`config.mk`:
```
export PLATFORM = sky130hd
export DESIGN_NAME = ddr2_refresh_scheduler
export DESIGN_NICKNAME = d
export VERILOG_FILES = /design/src/rtl/ddr2_refresh_scheduler.sv
export SDC_FILE = /design/constraint.sdc
export NUM_CORES = 1
export LEC_CHECK = 0
export BUFFER_PORTS_ARGS = -buffer_cell sky130_fd_sc_hd__clkbuf_2
export CORE_AREA = 2 2 50 52
export DETAILED_ROUTE_END_ITERATION = 10
export DIE_AREA = 0 0 52 54
export PLACE_DENSITY = 0.75
export SKIP_CTS_REPAIR_TIMING = 1
export SLEW_MARGIN = 0
export SYNTH_ARGS = -nofsm -noshare
export SYNTH_HDL_FRONTEND = slang
export SYNTH_SLANG_ARGS = --single-unit
```
`constraint.sdc`:
```
create_clock -name clk -period 3.5 [get_ports clk]
set_clock_uncertainty 0.15 [all_clocks]
set_input_delay 0.35 -clock clk [delete_from_list [all_inputs] [get_ports clk]]
set_output_delay 0.35 -clock clk [all_outputs]
set_load 0.02 [all_outputs]
```
`src/rtl/ddr2_refresh_scheduler.sv`:
```
// DDR2 auto-refresh scheduler: tREFI cadence, postponed-refresh debt, urgency and tRFC blackout.
// Optional pull-in of refreshes during idle traffic is enabled by defining DDR2_REF_PULLIN_EN.
module ddr2_refresh_scheduler #(
    parameter int TREFI_CLK     = 1560,
    parameter int TRFC_CLK      = 26,
    parameter int MAX_POSTPONE  = 8,
    parameter int URGENT_THRESH = 4,
    parameter int MAX_PULLIN    = 8
) (
    input  logic       clk,
    input  logic       reset_n,
    input  logic       ready_i,
    input  logic       idle_i,
    input  logic       ref_ack_i,
    output logic       ref_req_o,
    output logic       ref_urgent_o,
    output logic       ref_busy_o,
    output logic [3:0] ref_debt_o,
    output logic       ref_overflow_o
);

    localparam int CW = (TREFI_CLK > 1) ? $clog2(TREFI_CLK) : 1;
    localparam int RW = (TRFC_CLK > 1) ? $clog2(TRFC_CLK) : 1;
    localparam int DW = $clog2(MAX_POSTPONE + 1);
    localparam int PW = $clog2(MAX_PULLIN + 1);
    localparam logic [CW-1:0] CNT_LAST   = CW'(TREFI_CLK - 1);
    localparam logic [RW-1:0] RFC_LAST   = RW'(TRFC_CLK - 1);
    localparam logic [DW-1:0] DEBT_MAX   = DW'(MAX_POSTPONE);
    localparam logic [DW-1:0] DEBT_URG   = DW'(URGENT_THRESH);
    localparam logic [DW-1:0] DEBT_ZERO  = {DW{1'b0}};
    localparam logic [PW-1:0] CREDIT_MAX = PW'(MAX_PULLIN);

    typedef enum logic [0:0] {ST_IDLE = 1'b0, ST_RFC = 1'b1} state_t;

    state_t        state_r, state_s;
    logic [CW-1:0] cnt_r, cnt_s;
    logic [RW-1:0] rfc_cnt_r, rfc_cnt_s;
    logic [DW-1:0] debt_r, debt_s;
    logic          ovf_r, ovf_s;
    logic          expire_s, req_s, accept_s, pull_s;

`ifdef DDR2_REF_PULLIN_EN
    localparam logic [PW-1:0] CREDIT_ZERO = {PW{1'b0}};
    logic [PW-1:0] credit_r, credit_s;

    assign pull_s = ready_i && (state_r == ST_IDLE) && (debt_r == DEBT_ZERO) &&
                    idle_i && (credit_r < CREDIT_MAX);
`else
    logic          idle_unused_s;
    logic [PW-1:0] credit_unused_s;

    assign idle_unused_s   = idle_i;
    assign credit_unused_s = CREDIT_MAX;
    assign pull_s          = 1'b0;
`endif

    assign expire_s = ready_i && (cnt_r == CNT_LAST);
    assign req_s    = (state_r == ST_IDLE) && ((debt_r != DEBT_ZERO) || pull_s);
    assign accept_s = req_s && ref_ack_i;

    // Next-state, interval counter and debt/credit bookkeeping
    always_comb begin
        state_s   = state_r;
        rfc_cnt_s = rfc_cnt_r;
        cnt_s     = cnt_r;
        debt_s    = debt_r;
        ovf_s     = ovf_r;
`ifdef DDR2_REF_PULLIN_EN
        credit_s  = credit_r;
`endif
        case (state_r)
            ST_IDLE: begin
                if (accept_s) begin
                    state_s   = ST_RFC;
                    rfc_cnt_s = {RW{1'b0}};
                end else begin
                    state_s   = ST_IDLE;
                end
            end
            ST_RFC: begin
                // Blackout always runs to completion, even if ready_i drops
                if (rfc_cnt_r == RFC_LAST) begin
                    state_s   = ST_IDLE;
                    rfc_cnt_s = {RW{1'b0}};
                end else begin
                    rfc_cnt_s = rfc_cnt_r + RW'(1);
                end
            end
            default: begin
                state_s   = ST_IDLE;
                rfc_cnt_s = {RW{1'b0}};
            end
        endcase

        if (!ready_i || expire_s) begin
            cnt_s = {CW{1'b0}};
        end else begin
            cnt_s = cnt_r + CW'(1);
        end

        if (!ready_i) begin
            debt_s = DEBT_ZERO;
`ifdef DDR2_REF_PULLIN_EN
            credit_s = CREDIT_ZERO;
`endif
        end else if (expire_s && accept_s) begin
            debt_s = debt_r;
        end else if (expire_s) begin
`ifdef DDR2_REF_PULLIN_EN
            if (credit_r != CREDIT_ZERO) begin
                credit_s = credit_r - PW'(1);
            end else if (debt_r == DEBT_MAX) begin
                ovf_s = 1'b1;
            end else begin
                debt_s = debt_r + DW'(1);
            end
`else
            if (debt_r == DEBT_MAX) begin
                ovf_s = 1'b1;
            end else begin
                debt_s = debt_r + DW'(1);
            end
`endif
        end else if (accept_s && (debt_r == DEBT_ZERO)) begin
`ifdef DDR2_REF_PULLIN_EN
            credit_s = credit_r + PW'(1);
`else
            debt_s = debt_r;
`endif
        end else if (accept_s) begin
            debt_s = debt_r - DW'(1);
        end else begin
            debt_s = debt_r;
        end
    end

    // State and bookkeeping registers
    always_ff @(posedge clk or negedge reset_n) begin
        if (!reset_n) begin
            state_r   <= ST_IDLE;
            rfc_cnt_r <= {RW{1'b0}};
            cnt_r     <= {CW{1'b0}};
            debt_r    <= DEBT_ZERO;
            ovf_r     <= 1'b0;
`ifdef DDR2_REF_PULLIN_EN
            credit_r  <= CREDIT_ZERO;
`endif
        end else begin
            state_r   <= state_s;
            rfc_cnt_r <= rfc_cnt_s;
            cnt_r     <= cnt_s;
            debt_r    <= debt_s;
            ovf_r     <= ovf_s;
`ifdef DDR2_REF_PULLIN_EN
            credit_r  <= credit_s;
`endif
        end
    end

    assign ref_req_o      = req_s;
    assign ref_busy_o     = (state_r == ST_RFC);
    assign ref_urgent_o   = (state_r == ST_IDLE) && (debt_r >= DEBT_URG);
    assign ref_debt_o     = 4'(debt_r);
    assign ref_overflow_o = ovf_r;

endmodule

```
==> results_dict.tcl <==
set metrics [dict create \
    cts_buffer_depth 2 \
    dp.cells 169 \
    cp.arrival_ps 2520 \
    synth_ff_type "dfrtp_1" \
    ios 13 \
    hpwl_microns 1800 \
    die_area_sq_um 2810 \
    path_max_fanout 5 \
    drv_cap 0 \
    fp.coreArea_sq_um 2320 \
    ys_seq_area_share_pct 44.8 \
    antenna_found_initial 0 \
    synth-async-reset-ratio_pct 100 \
    place.gp.congestion 0.846 \
    nets 156 \
    worstMarginPinSlew_ps 539 \
    routed_wl_microns 2360 \
    p_leak_nw 0.628 \
    dieHeight_microns 54 \
    crit_path_start "cnt_r[0]" \
    ant_nets 0 \
    drt_iter0_drc 12 \
    slew_headroom_pct 64.1 \
    floorplan.initialDensity_pct 53.0 \
    ir_worst_vdd_mv 0.388 \
    synthCells 129 \
    via_per_inst 5.49 \
    pre_cts_ws_ps 1050 \
    timing.setup.tns_ps 0 \
    worst_setup_path_start_kind "register" \
    cts_tree "built" \
    yosys_warnings 0 \
    ys_types 32 \
    die_w_microns 52 \
    fillers 199 \
    rsz0062_at_grt "false" \
    area_delta_synth_final_pct 9.78 \
    vias 949 \
    wl_per_cell_microns 13.6 \
    crit_type "reg -> reg" \
    grt_pass1_wl_microns 4040 \
    setup_violations 0 \
    holdCritStartpoint "ready_i" \
    grt_max_degree 23 \
    synth.avg_cell_area_sq_um 9.52 \
    h-tree-depth 1 \
    period_needed_ps 2480 \
    clock_latency_ps 300 \
    drc 0 \
    cts_root_buffer "clkbuf_4" \
    status "finished, final reports clean" \
    synth_edf_count 0 \
    required_ps 3540 \
    drive_above_1_share_pct 14.0 \
    regToRegStartpoint "cnt_r[0]" \
    synth_seq_cells 22 \
    grt_pass1_vias 924 \
    syn_nets 140 \
    insertedDiodeCount 0 \
    rows 18 \
    firstDrtPassIters 4 \
    cp-end-kind "register" \
    fmax_ghz 0.404 \
    grt_usage_pct 19.6 \
    hold_viol 0 \
    setup_slack_ps 1020 \
    cts_made_buffers 3 \
    syn_area_sq_um 1230 \
    hp-class "in -> reg" \
    powerDensity_nw_per_um2 530 \
    clock_sinks 22 \
    io_buffer_count 11 \
    final-max-slew-violation-count 0 \
    stdcell_count 173 \
    path_clk_slew_ps 110 \
    period_share_pct 70.8 \
    grt_overflow_total 0 \
]
synthesized netlist by cell type (2+ instances only):
cell	n	area [sq um]
dfrtp_1	22	551
nand2_1	17	63.8
ha_1	5	62.6
inv_1	7	26.3
a21oi_1	3	15.0
nand3_1	5	25.0
mux2i_1	3	30.0
nor3_1	4	20.0
nand4_1	6	37.5
xor2_1	6	52.6
nand2b_1	2	12.5
nor2b_1	2	12.5
xnor2_1	6	52.6
o21ai_1	6	30.0
nor2_1	18	67.6
cell type report:
cell class                 instances  area, sq um  area share [%]
sequential                        22          551            40.8
clock buffer                       3         22.5            1.67
multi-input combinational         99          647            48.0
inverter                           7         26.3            1.95
tap                               30         37.5            2.78
timing repair buffer              12         65.1            4.82
report_power, final:
group | switching [mW] | internal (mW)
clock network | 0.0710 | 0.0401
registers | 0.0616 | 0.295
logic | 0.153 | 0.0949
total | 0.285 | 0.430
sequential cells by signal (all words and copies together), names as in the netlist:
name and flops:
ref_debt_o 4, cnt_r 11, rfc_cnt_r 5, ref_busy_o 1
ref_overflow_o 1
metal layers:
| metal | wire (microns) | track usage, % | vias up |
|---|---|---|---|
| met3 | 44 | 3.61 | 2 |
| met1 | 1080 | 23.2 | 466 |
| met2 | 1220 | 35.2 | 8 |
| met5 | 0 | 0 | - |
| li1 | - | - | 473 |
| met4 | 20 | 7.46 | 0 |
worst paths after layout:
check / end / slack (ps) / cells after the start
setup / recovery: ref_debt_o[3] / 1020 / 9
hold / removal: ref_debt_o[3] / 230 / 3
setup reg to reg: ref_debt_o[3] / 1020 / 9
hold reg to reg: ref_overflow_o / 340 / 1
max in group asynchronous: ref_debt_o[0] / 2440 / 2
min in group asynchronous: cnt_r[8] / 400 / 2
logic make-up after synthesis:
| kind of cell | share of synthesized area [%] |
|---|---|
| buf+inv | 2.55 |
| fa+ha+maj | 6.72 |
| xor+xnor | 8.55 |
| mux | 2.44 |
| compound gates | 8.15 |
| flops | 44.8 |
| simple gates | 26.8 |
through the flow:
step	total power, mW	hold WS (ps)	area (sq um)	util (%)
5_1_grt	0.767	233	1350	58.1
3_3_place_gp	0.591	203	1320	56.7
3_5_place_dp	0.608	213	1320	56.7
4_1_cts	0.719	-123	1340	57.7
2_1_floorplan	0.530	-95.6	1230	-
6_report	0.715	227	1350	58.1
worst max-delay path, stage by stage, from the launching register on:
cell and delay, ps:
dfrtp_1 430, ha_1 270, nand4_1 110, and4bb_2 320, nand2_1 100, ha_1 340
a21oi_1 150, nand2_1 80, o31a_2 300, mux2i_1 120
layout by cell type (no fill, tap or decap), drive strengths merged, types with 2 or more instances in the layout:
master / count
nand2: 17
nand4: 6
nand4b: 2
xnor2: 6
nor2b: 2
mux2i: 3
o21ai: 7
xor2: 6
nor2: 18
and2: 2
inv: 7
ha: 5
dfrtp: 22
nand3: 5
o32ai: 2
or4: 2
nor3: 5
a21oi: 3
nand2b: 2
clkbuf: 14
Note: power is estimated with default switching activity, not from simulation.
